--- src/rtl/mem_ctrl_if.sv ---
// Load/store handshake between the execute stage (master) and the memory-port controller (slave).
interface mem_ctrl_if #(
  parameter int ADDR_W = 32
);
  logic              ls_req;
  logic              ls_we;
  logic [1:0]        ls_size;
  logic              ls_signed;
  logic [ADDR_W-1:0] ls_addr;
  logic [31:0]       ls_wdata;
  logic              ls_ack;
  logic              ls_err;
  logic [31:0]       ls_rdata;

  modport master (
    output ls_req, ls_we, ls_size, ls_signed, ls_addr, ls_wdata,
    input  ls_ack, ls_err, ls_rdata
  );

  modport slave (
    input  ls_req, ls_we, ls_size, ls_signed, ls_addr, ls_wdata,
    output ls_ack, ls_err, ls_rdata
  );
endinterface

--- src/rtl/mem_ctrl.sv ---
// Single-port memory controller: instruction fetch every idle cycle, load/store arbitration with lane steering.
// Optional feature: define MEMCTL_SIGNEXT_EN to sign-extend loads that request it.
module mem_ctrl #(
  parameter int ADDR_W = 32
) (
  input  logic              clk,
  input  logic              rst_n,
  input  logic [ADDR_W-1:0] pc,
  output logic              stall,
  output logic [31:0]       instr_data,
  output logic              fetch_valid,
  mem_ctrl_if.slave         ls,
  output logic              mem_en,
  output logic              mem_we,
  output logic [ADDR_W-1:0] mem_addr,
  output logic [3:0]        mem_be,
  output logic [31:0]       mem_wdata,
  input  logic [31:0]       mem_rdata
);

  typedef enum logic [2:0] {IDLE, FETCH, DATA, RDATA, ERR} state_t;

  state_t            state_q, state_d;
  logic              sel_q, sel_d;
  logic              fetch_valid_q, fetch_valid_d;
  logic              we_q, we_d;
  logic [1:0]        size_q, size_d;
  logic [ADDR_W-1:0] addr_q, addr_d;
  logic [31:0]       wdata_q, wdata_d;
`ifdef MEMCTL_SIGNEXT_EN
  logic              signed_q, signed_d;
`else
  logic              unused_signed;
  assign unused_signed = ls.ls_signed;
`endif

  logic              illegal;
  logic [3:0]        data_be;
  logic [31:0]       data_wdata;
  logic [31:0]       shifted;
  logic [31:0]       load_data;
  logic [ADDR_W-1:0] fetch_addr;
  logic              unused_pc0;

  assign fetch_addr  = {pc[ADDR_W-1:2], 2'b00};
  assign unused_pc0  = pc[0];
  assign fetch_valid = fetch_valid_q;
  assign instr_data  = !fetch_valid_q ? 32'h0 :
                       (sel_q ? {16'h0, mem_rdata[31:16]} : {16'h0, mem_rdata[15:0]});

  always_comb begin
    illegal = 1'b0;
    case (ls.ls_size)
      2'b01:   illegal = ls.ls_addr[0];
      2'b10:   illegal = |ls.ls_addr[1:0];
      2'b11:   illegal = 1'b1;
      default: illegal = 1'b0;
    endcase
  end

  // Store data is replicated across lanes so the byte enables alone pick the target bytes.
  always_comb begin
    case (size_q)
      2'b00: begin
        data_be    = 4'b0001 << addr_q[1:0];
        data_wdata = {4{wdata_q[7:0]}};
      end
      2'b01: begin
        data_be    = addr_q[1] ? 4'b1100 : 4'b0011;
        data_wdata = {2{wdata_q[15:0]}};
      end
      default: begin
        data_be    = 4'hF;
        data_wdata = wdata_q;
      end
    endcase
  end

  always_comb begin
    shifted = mem_rdata >> {addr_q[1:0], 3'b000};
    case (size_q)
      2'b00:   load_data = {24'h0, shifted[7:0]};
      2'b01:   load_data = {16'h0, shifted[15:0]};
      default: load_data = shifted;
    endcase
`ifdef MEMCTL_SIGNEXT_EN
    if (signed_q) begin
      if (size_q == 2'b00)
        load_data = {{24{shifted[7]}}, shifted[7:0]};
      else if (size_q == 2'b01)
        load_data = {{16{shifted[15]}}, shifted[15:0]};
    end
`endif
  end

  always_comb begin
    state_d       = state_q;
    sel_d         = sel_q;
    fetch_valid_d = 1'b0;
    we_d          = we_q;
    size_d        = size_q;
    addr_d        = addr_q;
    wdata_d       = wdata_q;
`ifdef MEMCTL_SIGNEXT_EN
    signed_d      = signed_q;
`endif
    stall         = 1'b1;
    mem_en        = 1'b0;
    mem_we        = 1'b0;
    mem_be        = 4'h0;
    mem_addr      = '0;
    mem_wdata     = 32'h0;
    ls.ls_ack     = 1'b0;
    ls.ls_err     = 1'b0;
    ls.ls_rdata   = 32'h0;
    case (state_q)
      IDLE: state_d = FETCH;
      FETCH: begin
        mem_en        = 1'b1;
        mem_be        = 4'hF;
        mem_addr      = fetch_addr;
        sel_d         = pc[1];
        fetch_valid_d = 1'b1;
        stall         = ls.ls_req;
        if (ls.ls_req) begin
          we_d    = ls.ls_we;
          size_d  = ls.ls_size;
          addr_d  = ls.ls_addr;
          wdata_d = ls.ls_wdata;
`ifdef MEMCTL_SIGNEXT_EN
          signed_d = ls.ls_signed;
`endif
          state_d = illegal ? ERR : DATA;
        end
      end
      DATA: begin
        mem_en    = 1'b1;
        mem_we    = we_q;
        mem_addr  = {addr_q[ADDR_W-1:2], 2'b00};
        mem_be    = data_be;
        mem_wdata = data_wdata;
        if (we_q) begin
          ls.ls_ack = 1'b1;
          state_d   = FETCH;
        end else begin
          state_d   = RDATA;
        end
      end
      // The fetch is re-issued here so fetch_valid resumes right after the load completes.
      RDATA: begin
        ls.ls_ack     = 1'b1;
        ls.ls_rdata   = load_data;
        mem_en        = 1'b1;
        mem_be        = 4'hF;
        mem_addr      = fetch_addr;
        sel_d         = pc[1];
        fetch_valid_d = 1'b1;
        state_d       = FETCH;
      end
      ERR: begin
        ls.ls_ack = 1'b1;
        ls.ls_err = 1'b1;
        state_d   = FETCH;
      end
      default: state_d = IDLE;
    endcase
  end

  always_ff @(posedge clk or negedge rst_n) begin
    if (!rst_n) begin
      state_q       <= IDLE;
      sel_q         <= 1'b0;
      fetch_valid_q <= 1'b0;
      we_q          <= 1'b0;
      size_q        <= 2'b00;
      addr_q        <= '0;
      wdata_q       <= 32'h0;
`ifdef MEMCTL_SIGNEXT_EN
      signed_q      <= 1'b0;
`endif
    end else begin
      state_q       <= state_d;
      sel_q         <= sel_d;
      fetch_valid_q <= fetch_valid_d;
      we_q          <= we_d;
      size_q        <= size_d;
      addr_q        <= addr_d;
      wdata_q       <= wdata_d;
`ifdef MEMCTL_SIGNEXT_EN
      signed_q      <= signed_d;
`endif
    end
  end

endmodule

--- src/flat_wrapper.sv ---
// flat-port wrapper written by rule: the top's interface ports become plain ports
module mem_ctrl_flat 
#(
  parameter int ADDR_W = 32
)
  (clk, rst_n, pc, stall, instr_data, fetch_valid, mem_en, mem_we, mem_addr, mem_be, mem_wdata, mem_rdata, ls_ls_req, ls_ls_we, ls_ls_size, ls_ls_signed, ls_ls_addr, ls_ls_wdata, ls_ls_ack, ls_ls_err, ls_ls_rdata);
  mem_ctrl_if #(.ADDR_W(ADDR_W)) ls_i ();
  input  logic clk;
  input  logic rst_n;
  input  logic [ADDR_W-1:0] pc;
  output logic stall;
  output logic [31:0] instr_data;
  output logic fetch_valid;
  output logic mem_en;
  output logic mem_we;
  output logic [ADDR_W-1:0] mem_addr;
  output logic [3:0] mem_be;
  output logic [31:0] mem_wdata;
  input  logic [31:0] mem_rdata;
  input wire logic [$bits(ls_i.ls_req)-1:0] ls_ls_req;
  input wire logic [$bits(ls_i.ls_we)-1:0] ls_ls_we;
  input wire logic [$bits(ls_i.ls_size)-1:0] ls_ls_size;
  input wire logic [$bits(ls_i.ls_signed)-1:0] ls_ls_signed;
  input wire logic [$bits(ls_i.ls_addr)-1:0] ls_ls_addr;
  input wire logic [$bits(ls_i.ls_wdata)-1:0] ls_ls_wdata;
  output wire logic [$bits(ls_i.ls_ack)-1:0] ls_ls_ack;
  output wire logic [$bits(ls_i.ls_err)-1:0] ls_ls_err;
  output wire logic [$bits(ls_i.ls_rdata)-1:0] ls_ls_rdata;
  assign ls_i.ls_req = ls_ls_req;
  assign ls_i.ls_we = ls_ls_we;
  assign ls_i.ls_size = ls_ls_size;
  assign ls_i.ls_signed = ls_ls_signed;
  assign ls_i.ls_addr = ls_ls_addr;
  assign ls_i.ls_wdata = ls_ls_wdata;
  assign ls_ls_ack = ls_i.ls_ack;
  assign ls_ls_err = ls_i.ls_err;
  assign ls_ls_rdata = ls_i.ls_rdata;
  mem_ctrl #(.ADDR_W(ADDR_W)) u_core (.clk(clk), .rst_n(rst_n), .pc(pc), .stall(stall), .instr_data(instr_data), .fetch_valid(fetch_valid), .ls(ls_i), .mem_en(mem_en), .mem_we(mem_we), .mem_addr(mem_addr), .mem_be(mem_be), .mem_wdata(mem_wdata), .mem_rdata(mem_rdata));
endmodule
--- config.mk ---
export PLATFORM = sky130hd
export DESIGN_NAME = mem_ctrl_flat
export DESIGN_NICKNAME = d
export VERILOG_FILES = /design/src/rtl/mem_ctrl_if.sv /design/src/rtl/mem_ctrl.sv /design/src/flat_wrapper.sv
export SDC_FILE = /design/constraint.sdc
export NUM_CORES = 1
export LEC_CHECK = 0
export BUFFER_PORTS_ARGS = -buffer_cell sky130_fd_sc_hd__buf_4
export CORE_MARGIN = 2
export CORE_UTILIZATION = 45
export CTS_BUF_LIST = sky130_fd_sc_hd__clkbuf_8 sky130_fd_sc_hd__clkbuf_16
export DETAILED_ROUTE_END_ITERATION = 6
export PLACE_DENSITY_LB_ADDON = 0.2
export SYNTH_ARGS = -nofsm -noshare
export SYNTH_HDL_FRONTEND = slang
export SYNTH_SLANG_ARGS = --single-unit
--- constraint.sdc ---
create_clock -name clk -period 2.3 [get_ports clk]
set_clock_uncertainty 0.2 [all_clocks]
set_input_delay 0.46 -clock clk [delete_from_list [all_inputs] [get_ports clk]]
set_output_delay 0.46 -clock clk [all_outputs]
set_load 0.02 [all_outputs]
Word level (Yosys, flattened, before mapping)
Index checks and enable logic that the tools add are counted.
{"block": "word_totals", "ramBits": 0, "out_inout_bits": 138, "romBits": 0, "wordCells": 48, "input_bits": 135, "reg_bits": 72, "mem_count": 0, "latchBits": 0}
{"block": "op_classes", "n_shift": 2, "n_div": 0, "multipliers": 0, "bitwise_logic": 0, "eq_ne": 9, "n_addsub": 0, "order_cmp": 0, "reduce_logical": 8, "mux": 22}
{"operator": "32-bit one-hot mux with 2 select lines", "count": 3}
{"operator": "32-bit 2-to-1 mux", "count": 3}
{"operator": "32-bit by 5-bit right shift with 32-bit output", "count": 1}
{"operator": "16-bit 2-to-1 mux", "count": 1}
{"operator": "4-bit one-hot mux with 2 select lines", "count": 2}
{"operator": "3-bit one-hot mux with 3 select lines", "count": 1}
{"operator": "3-bit by 2-bit equality test with 1-bit output (second input constant)", "count": 2}
{"operator": "1-bit 2-to-1 mux", "count": 6}
{"operator": "3-bit 2-to-1 mux", "count": 2}
{"operator": "2-bit OR reduction", "count": 3}
{"operator": "3-bit OR reduction", "count": 2}
{"operator": "2-bit by 1-bit equality test with 1-bit output (second input constant)", "count": 2}
{"operator": "2-bit equality test (second input constant)", "count": 2}
{"operator": "4-bit 2-to-1 mux", "count": 1}
{"operator": "1-bit by 2-bit left shift with 4-bit output (first input constant)", "count": 1}
{"operator": "3-bit by 1-bit equality test with 1-bit output (second input constant)", "count": 1}
{"operator": "3-bit equality test (second input constant)", "count": 1}
{"operator": "3-bit logical NOT", "count": 1}
{"operator": "1-bit one-hot mux with 3 select lines", "count": 1}
{"operator": "2-bit logical NOT", "count": 1}
{"operator": "2-bit 2-to-1 mux", "count": 1}
{"operator": "2-bit inequality test (second input constant)", "count": 1}
{"operator": "1-bit one-hot mux with 2 select lines", "count": 1}
{"operator": "2-bit AND reduction", "count": 1}

Longest topological paths before layout
Gate-level depths: netlist (run 1).
{"block": "depth", "depth_word": 5, "depth_mapped": 8, "depth_no_buf": 4}

Worst setup path after synthesis (run 1)
No wires, ideal clock.
{"block": "synth_timing", "path_kind": "reg2out", "start": "register u_core.addr_q[0]", "end": "output ls_ls_rdata[0]", "path_slack_ns": 0.008, "path_stages_with_launch": 6, "arrival_ns": 1.632, "n_path_buf": 3, "t_required_ns": 1.640, "path_cell_list": "dfrtp_1 -> buf_2 -> buf_2 -> buf_2 -> a211oi_1 -> a211oi_1"}
{"block": "synth_via", "elab_chain_len": 3}
{"element": "from (decl)", "line": "mem_ctrl.sv:28", "text": "logic [ADDR_W-1:0] addr_q, addr_d;"}
{"element": "from (signal assigned)", "line": "mem_ctrl.sv:187", "text": "addr_q <= addr_d;"}
{"element": "32-bit by 5-bit right shift with 32-bit output", "line": "mem_ctrl.sv:80", "text": "shifted = mem_rdata >> {addr_q[1:0], 3'b000};"}
{"element": "32-bit one-hot mux with 2 select lines", "line": "mem_ctrl.sv:81", "text": "case (size_q)"}
{"element": "32-bit 2-to-1 mux", "line": "mem_ctrl.sv:116", "text": "case (state_q)"}
{"element": "to (decl)", "line": "flat_wrapper.sv:28", "text": "output wire logic [$bits(ls_i.ls_rdata)-1:0] ls_ls_rdata;"}
Every way passes these cells.

Worst setup path after layout (run 1)
{"block": "layout_timing", "start": "register u_core.addr_q[0]", "end": "output ls_ls_rdata[6]"}
Same word-level chain as after synthesis.

==> summary.json, run 1 <==
{
  "tightest_slew_ns": 0.577,
  "worst_path_required_time_ns": 1.64,
  "first_pass_grt_wire_length_um": 23600,
  "failed_checks": "setup timing",
  "avgSynthCellArea_sq_um": 10.5,
  "synthesis.area_sq_um": 4650,
  "aggregate_global_routing_overflow": 0,
  "synth_fa_ha_area_share_pct": 0,
  "cts_inserted_buffers": 9,
  "pre_antenna_drt_iters": 4,
  "fillers": 716,
  "netlist_instances": 443,
  "met1_length_um": 6200,
  "clk_root_buffer_cell": "clkbuf_8",
  "regArea_sq_um": 1810,
  "synth-compound-area-share_pct": 13.0,
  "critical-path-max-stage-delay_ns": 0.48,
  "fin_nets": 850,
  "drt-total-wl_um": 15700,
  "hpwlAfterDp_um": 10800,
  "cts.clk_slew.worst_paths_ns": 0.08,
  "layout.cells.most_common_list": "buf_4, dfrtp_1, mux2_2",
  "crit_chain": "buf_12 -> buf_4 -> nor2b_1 -> a211oi_1 -> a211oi_2 -> buf_4",
  "io-pin-count": 273,
  "worst_path_most_repeated_cell": "buf_4",
  "post_synth_mux_area_share_pct": 28.5,
  "worst_path_arrival_time_ns": 1.81,
  "final.period_utilization_pct": 107,
  "layout_min_cycle_time_ns": 2.47,
  "synth_top_cell_area_share_pct": 38.7,
  "ys_async_sr_fraction_pct": 100,
  "max-cap-violations": 0,
  "power.leakage_nw": 3.65,
  "yosys_register_bits": 72,
  "layout_commonest_cell": "buf_4",
  "post_route_cells_drive_above_1_share_pct": 61.1,
  "rsz0062_at_grt": "true",
  "globalRouteTotalUtil_pct": 26.6,
  "met3_length_um": 1080,
  "design_power_total_mw": 8.10,
  "status": "complete, but fails checks",
  "cp_max_fo": 7,
  "critical_path.slowest_cell": "dfrtp_2",
  "irDropWorstVdd_uv": 549,
  "worstSetupEndpointType": "primary output",
  "grt_start_max_net_pins": 44,
  "highest-signal-layer": "met4",
  "synth-xor-area-share_pct": 0,
  "start_util_pct": 45.7,
  "ys_dominant_reg_cell": "dfrtp_1",
  "ys.warnings.count": 0,
  "routedWlPerCell_um": 18.4,
  "antenna_cells": 0,
  "number_of_vias_per_cell": 5.34,
  "finalMaxSlewViolations": 0,
  "seq_area_frac_synth_pct": 38.7,
  "report.final.setup_viol": 91,
  "maxClockFrequency_mhz": 405,
  "min_path_type": "input port to register",
  "clkSinkCount": 72,
  "tritoncts_clock_tree": "built",
  "die_y_um": 106,
  "io_buffers": 252,
  "gp_congestion": 0.873,
  "via_count": 4569,
  "drt_drc_violations_left": 0,
  "fp.dieArea_sq_um": 11200,
  "drt.antenna.violating_nets": 0,
  "core_region_area_sq_um": 10200,
  "rows": 37,
  "hold-worst-slack_ns": 0.116,
  "chipWidth_um": 106,
  "h-tree-depth": 3,
  "grt_antenna_before_repair": 0,
  "netlist-cell-type-count": 35,
  "netlist_top_cells_area": "dfrtp_1, mux2_2, mux2i_1",
  "synth_enable_flop_cells": 0,
  "grt_pass1_vias": 4574,
  "synthDominantAreaCellType": "dfrtp_1",
  "dominant_combinational_cell_family_by_area_after_synthesis": "multiplexers",
  "clk_latency_ns": 0.34,
  "met2_wirelength_um": 8210,
  "relSlewSlack_pct": 61.5,
  "ctsLongestPathBuffers": 2,
  "power_per_cell_area_nw_per_um2": 1050,
  "crit_path_start_kind": "register",
  "critical_path_class": "register to primary output",
  "multi_input_comb_area_sq_um": 2840,
  "final.setup.worst_slack_ns": -0.167,
  "area.growth.synth_to_final_pct": 66.0,
  "drt_first_iter_violations": 236,
  "hold_violations": 0,
  "yosys.area_share.simple_pct": 12.3,
  "setup_tns_ns": -4.65
}
==> critical path, delay by kind of cell, from the launching register on <==
family                 cells  cell delay, ns
buffers and inverters      3            0.49
AOI/OAI and AO/OA          2            0.35
and+or+nand+nor            1            0.15
DFF                        1            0.48
==> cell type report <==
| cell class | count | area share (%) |
|---|---|---|
| tap | 136 | 2.20 |
| inverter | 2 | 0.130 |
| timing repair buffer | 299 | 34.5 |
| sequential | 72 | 23.4 |
| clock inverter | 7 | 1.33 |
| clock buffer | 9 | 1.60 |
| multi-input combinational | 331 | 36.8 |
==> through the flow <==
stage	cell area (sq um)	cells	utilization, %	setup WS (ns)
final	7720	856	75.8	-0.167
after global routing	7720	856	75.8	-0.211
after detailed placement	6730	820	66.1	0.107
after global placement	6730	820	66.1	0.131
after CTS	7340	847	72.1	-0.0911
after floorplan	4710	460	-	0.00806
==> routing by layer <==
| metal | vias up | GRT usage, % |
|---|---|---|
| met1 | 2252 | 31.4 |
| met4 | 0 | 8.08 |
| li1 | 2107 | - |
| met5 | - | 0 |
| met3 | 21 | 5.32 |
| met2 | 189 | 48.5 |
==> final timing paths <==
check / slack [ns] / to / depth (start not counted) / from
setup / recovery: -0.17 / ls_ls_rdata[6] / 6 / u_core.addr_q[0]
hold / removal: 0.12 / u_core.sel_q / 3 / pc[1]
setup reg to reg: 0.28 / u_core.addr_q[26] / 5 / u_core.state_q[1]
hold reg to reg: 0.30 / u_core.addr_q[17] / 1 / u_core.addr_q[17]
max in group asynchronous: 0.89 / u_core.wdata_q[11] / 3 / rst_n
min in group asynchronous: 0.42 / u_core.wdata_q[31] / 2 / rst_n
==> synthesized netlist by cell type (all sizes together), types with 11 or more instances <==
cell type,n
mux2,82
dfrtp,72
mux2i,40
buf,34
a22o,30
nor2,27
nor2b,26
clkbuf,21
and2,18
a211oi,17
nand2,17
o21ai,13
a21oi,11
==> cell families (layout without fill, tap and decap cells) <==
group,after synthesis,after routing
simple gates,108,108
other cells,1,18
mux,122,122
compound gates,83,83
buf+inv,57,317
flops,72,72
==> registers in the layout, summed over array words and instances, names as in the netlist <==
name and flops:
u_core.sel_q 1, u_core.fetch_valid 1, u_core.state_q 3, u_core.wdata_q 32, u_core.addr_q 32, u_core.size_q 2
u_core.we_q 1
==> what timing repair did <==
action	CTS	global route
pin swaps	14	30
hold buffers	1	0
hold endpoints to repair	37	0
gates cloned	3	2
endpoints found under the setup margin	91	99
resized for setup	62	71
buffers inserted	7	8
==> power by group <==
part           total, mW  internal (mW)  switching [mW]
Sequential          2.35           1.86           0.491
Clock               1.15          0.624           0.524
Combinational       4.59           2.41            2.18
Total               8.10           4.90            3.20
Power figures use the tool's default switching activity.
==> run 2, diff against run 1 <==
--- a/config.mk
+++ b/config.mk
@@ -11,6 +11,8 @@
 export CTS_BUF_LIST = sky130_fd_sc_hd__clkbuf_8 sky130_fd_sc_hd__clkbuf_16
 export DETAILED_ROUTE_END_ITERATION = 6
 export PLACE_DENSITY_LB_ADDON = 0.2
+export REMOVE_ABC_BUFFERS = 1
 export SYNTH_ARGS = -nofsm -noshare
 export SYNTH_HDL_FRONTEND = slang
 export SYNTH_SLANG_ARGS = --single-unit
+export TNS_END_PERCENT = 50
==> summary.json, run 2 (same netlist as run 1, synthesis figures left out) <==
{
  "finalMaxSlewViolations": {"value": 0, "change": "unchanged"},
  "worst_path_required_time": {"value": 1.64, "unit": "ns", "change": "about the same"},
  "clkSinkCount": {"value": 72, "change": "unchanged"},
  "power_per_cell_area": {"value": 1030, "unit": "nW/um^2", "change": "-1.7%"},
  "first_pass_grt_wire_length": {"value": 22800, "unit": "um", "change": "-3.6%"},
  "routedWlPerCell": {"value": 19.0, "unit": "um", "change": "+3.3%"},
  "antenna_cells": {"value": 0, "change": "unchanged"},
  "number_of_cells_on_the_worst_reg_to_reg_path": {"value": 6, "change": "+1"},
  "reg2reg_from": "u_core.state_q[2]",
  "grt_antenna_before_repair": {"value": 0, "change": "unchanged"},
  "post-place-ws": {"value": 0.147, "unit": "ns", "change": "+0.0399 ns"},
  "final.setup.worst_slack": {"value": -0.142, "unit": "ns", "change": "+0.0242 ns"},
  "multi_input_comb_area": {"value": 2910, "unit": "sq um", "change": "+2.3%"},
  "hold-worst-slack": {"value": 0.125, "unit": "ns", "change": "+0.00903 ns"},
  "clk_root_buffer_cell": "clkbuf_8",
  "via_count": {"value": 4595, "change": "+0.57%"},
  "status": "complete, but fails checks",
  "min_path_type": "input port to register",
  "fp.dieArea": {"value": 11200, "unit": "sq um", "change": "unchanged"},
  "pre_antenna_drt_iters": {"value": 4, "change": "unchanged"},
  "die_y": {"value": 106, "unit": "um", "change": "unchanged"},
  "layout.cells.most_common_list": "buf_4, buf_6, dfrtp_1",
  "start_util": {"value": 45.7, "unit": "%", "change": "unchanged"},
  "report.final.setup_viol": {"value": 91, "change": "unchanged"},
  "cp_max_fo": {"value": 13, "change": "+6"},
  "fin_nets": {"value": 849, "change": "-0.12%"},
  "ctsLongestPathBuffers": {"value": 2, "change": "unchanged"},
  "grt_pass1_vias": {"value": 4522, "change": "-1.1%"},
  "irDropWorstVdd": {"value": 726, "unit": "uV", "change": "+32%"},
  "aggregate_global_routing_overflow": {"value": 0, "change": "unchanged"},
  "drt.antenna.violating_nets": {"value": 0, "change": "unchanged"},
  "crit_path_start_kind": "register",
  "h-tree-depth": {"value": 3, "change": "unchanged"},
  "critical_path.startpoint": "u_core.state_q[2]",
  "drt_first_iter_violations": {"value": 220, "change": "-6.8%"},
  "regArea": {"value": 1810, "unit": "sq um", "change": "about the same"},
  "minimum_setup_slack_among_reg_to_reg_paths": {"value": 0.24, "unit": "ns", "change": "-0.04 ns"},
  "io_buffers": {"value": 252, "change": "unchanged"},
  "drt-total-wl": {"value": 16200, "unit": "um", "change": "+2.9%"},
  "rsz0062_at_grt": "true",
  "layout_commonest_cell": "buf_4",
  "clk_latency": {"value": 0.34, "unit": "ns", "change": "about the same"},
  "globalRouteTotalUtil": {"value": 25.6, "unit": "%", "change": "-0.99 points"},
  "fillers": {"value": 677, "change": "-5.4%"},
  "biggestRegsByFlops": "u_core.addr_q (32), u_core.wdata_q (32), u_core.state_q (3)",
  "core_region_area": {"value": 10200, "unit": "sq um", "change": "unchanged"},
  "failed_checks": "setup timing",
  "gp_congestion": {"value": 0.869, "change": "-0.45%"},
  "worst_path_arrival_time": {"value": 1.78, "unit": "ns", "change": "-0.03 ns"},
  "grt_start_max_net_pins": {"value": 42, "change": "-4.5%"},
  "worstSetupEndpointType": "primary output",
  "rows": {"value": 37, "change": "unchanged"},
  "io-pin-count": {"value": 273, "change": "unchanged"},
  "maxClockFrequency": {"value": 409, "unit": "MHz", "change": "+0.99%"},
  "hold_path_startpoint": "ls_ls_addr[6]",
  "cts_inserted_buffers": {"value": 9, "change": "unchanged"},
  "hpwlAfterDp": {"value": 10700, "unit": "um", "change": "-0.34%"},
  "max-cap-violations": {"value": 0, "change": "unchanged"},
  "post_route_cells_drive_above_1_share": {"value": 62.2, "unit": "%", "change": "+1.1 points"},
  "worst_hold_path.num_cells": {"value": 2, "change": "-1"},
  "worstHoldEndpoint": "u_core.addr_q[6]",
  "number_of_vias_per_cell": {"value": 5.39, "change": "+0.92%"},
  "final.period_utilization": {"value": 106, "unit": "%", "change": "-1.1 points"},
  "worstReg2RegEnd": "u_core.addr_q[10]",
  "layout_min_cycle_time": {"value": 2.44, "unit": "ns", "change": "-0.0242 ns"},
  "critical_path_class": "register to primary output",
  "chipWidth": {"value": 106, "unit": "um", "change": "unchanged"},
  "drt_drc_violations_left": {"value": 0, "change": "unchanged"},
  "cts.clk_slew.worst_paths": {"value": 0.08, "unit": "ns", "change": "about the same"},
  "area.growth.synth_to_final_pct": 67.4,
  "tritoncts_clock_tree": "built",
  "hold_violations": {"value": 0, "change": "unchanged"},
  "power.leakage": {"value": 3.63, "unit": "nW", "change": "-0.55%"}
}
## run 2: final cells by class
type	count	share of cell area (%)
multi-input cells	331	37.4
repair buffers	298	34.5
flip-flops and latches	72	23.2
well taps	136	2.19
clock buffers	9	1.59
clock inverters	5	1.08
inverters	2	0.0964
## run 2: timing repair
action,4_1_cts,5_1_grt
resized for setup,81,91
setup buffers,4,5
cloned,1,4
pin swaps,19,7
endpoints found under the setup margin,94,102
hold buffers,1,0
hold endpoints to repair,29,0
## run 2: routing by layer
layer	part of all wire, %	vias to the layer above	GRT usage (%)
met2	55	198	46.5
met5	0	-	0
met3	6.9	35	6.80
met1	37	2258	29.0
li1	-	2104	-
met4	1.8	0	8.36
## run 2: report_power, final
| part | switching, mW | total [mW] | internal, mW | leakage (nW) |
|---|---|---|---|---|
| Combinational | 2.28 | 4.60 | 2.32 | 2.69 |
| Clock | 0.483 | 1.08 | 0.600 | 0.0974 |
| Sequential | 0.481 | 2.34 | 1.86 | 0.840 |
## run 2: worst max path at each step
stage / cells after the start / end
floorplan: 3 / mem_be[1]
global placement: 6 / mem_wdata[9]
detailed placement: 6 / mem_wdata[13]
CTS: 6 / mem_wdata[21]
global route: 6 / mem_wdata[13]
finish: 6 / mem_wdata[11]
## run 2: stage by stage
stage                     power [mW]  utilization, %  area [sq um]  instances  setup TNS [ns]
after CTS                       7.53            71.8          7310        844           -4.68
after detailed placement        6.21            66.2          6740        824               0
final                           8.03            76.4          7780        853           -6.64
after global placement          6.07            66.2          6740        824               0
after global routing            8.45            76.4          7780        853          -13.47
after floorplan                 4.61               -          4380        405         -126.96
## run 2: critical path: stages, from the launching register on
cell,delay [ns]
dfrtp_1,0.41
buf_6,0.14
nand2b_4,0.14
or2_4,0.28
buf_12,0.18
a21oi_2,0.12
buf_4,0.16
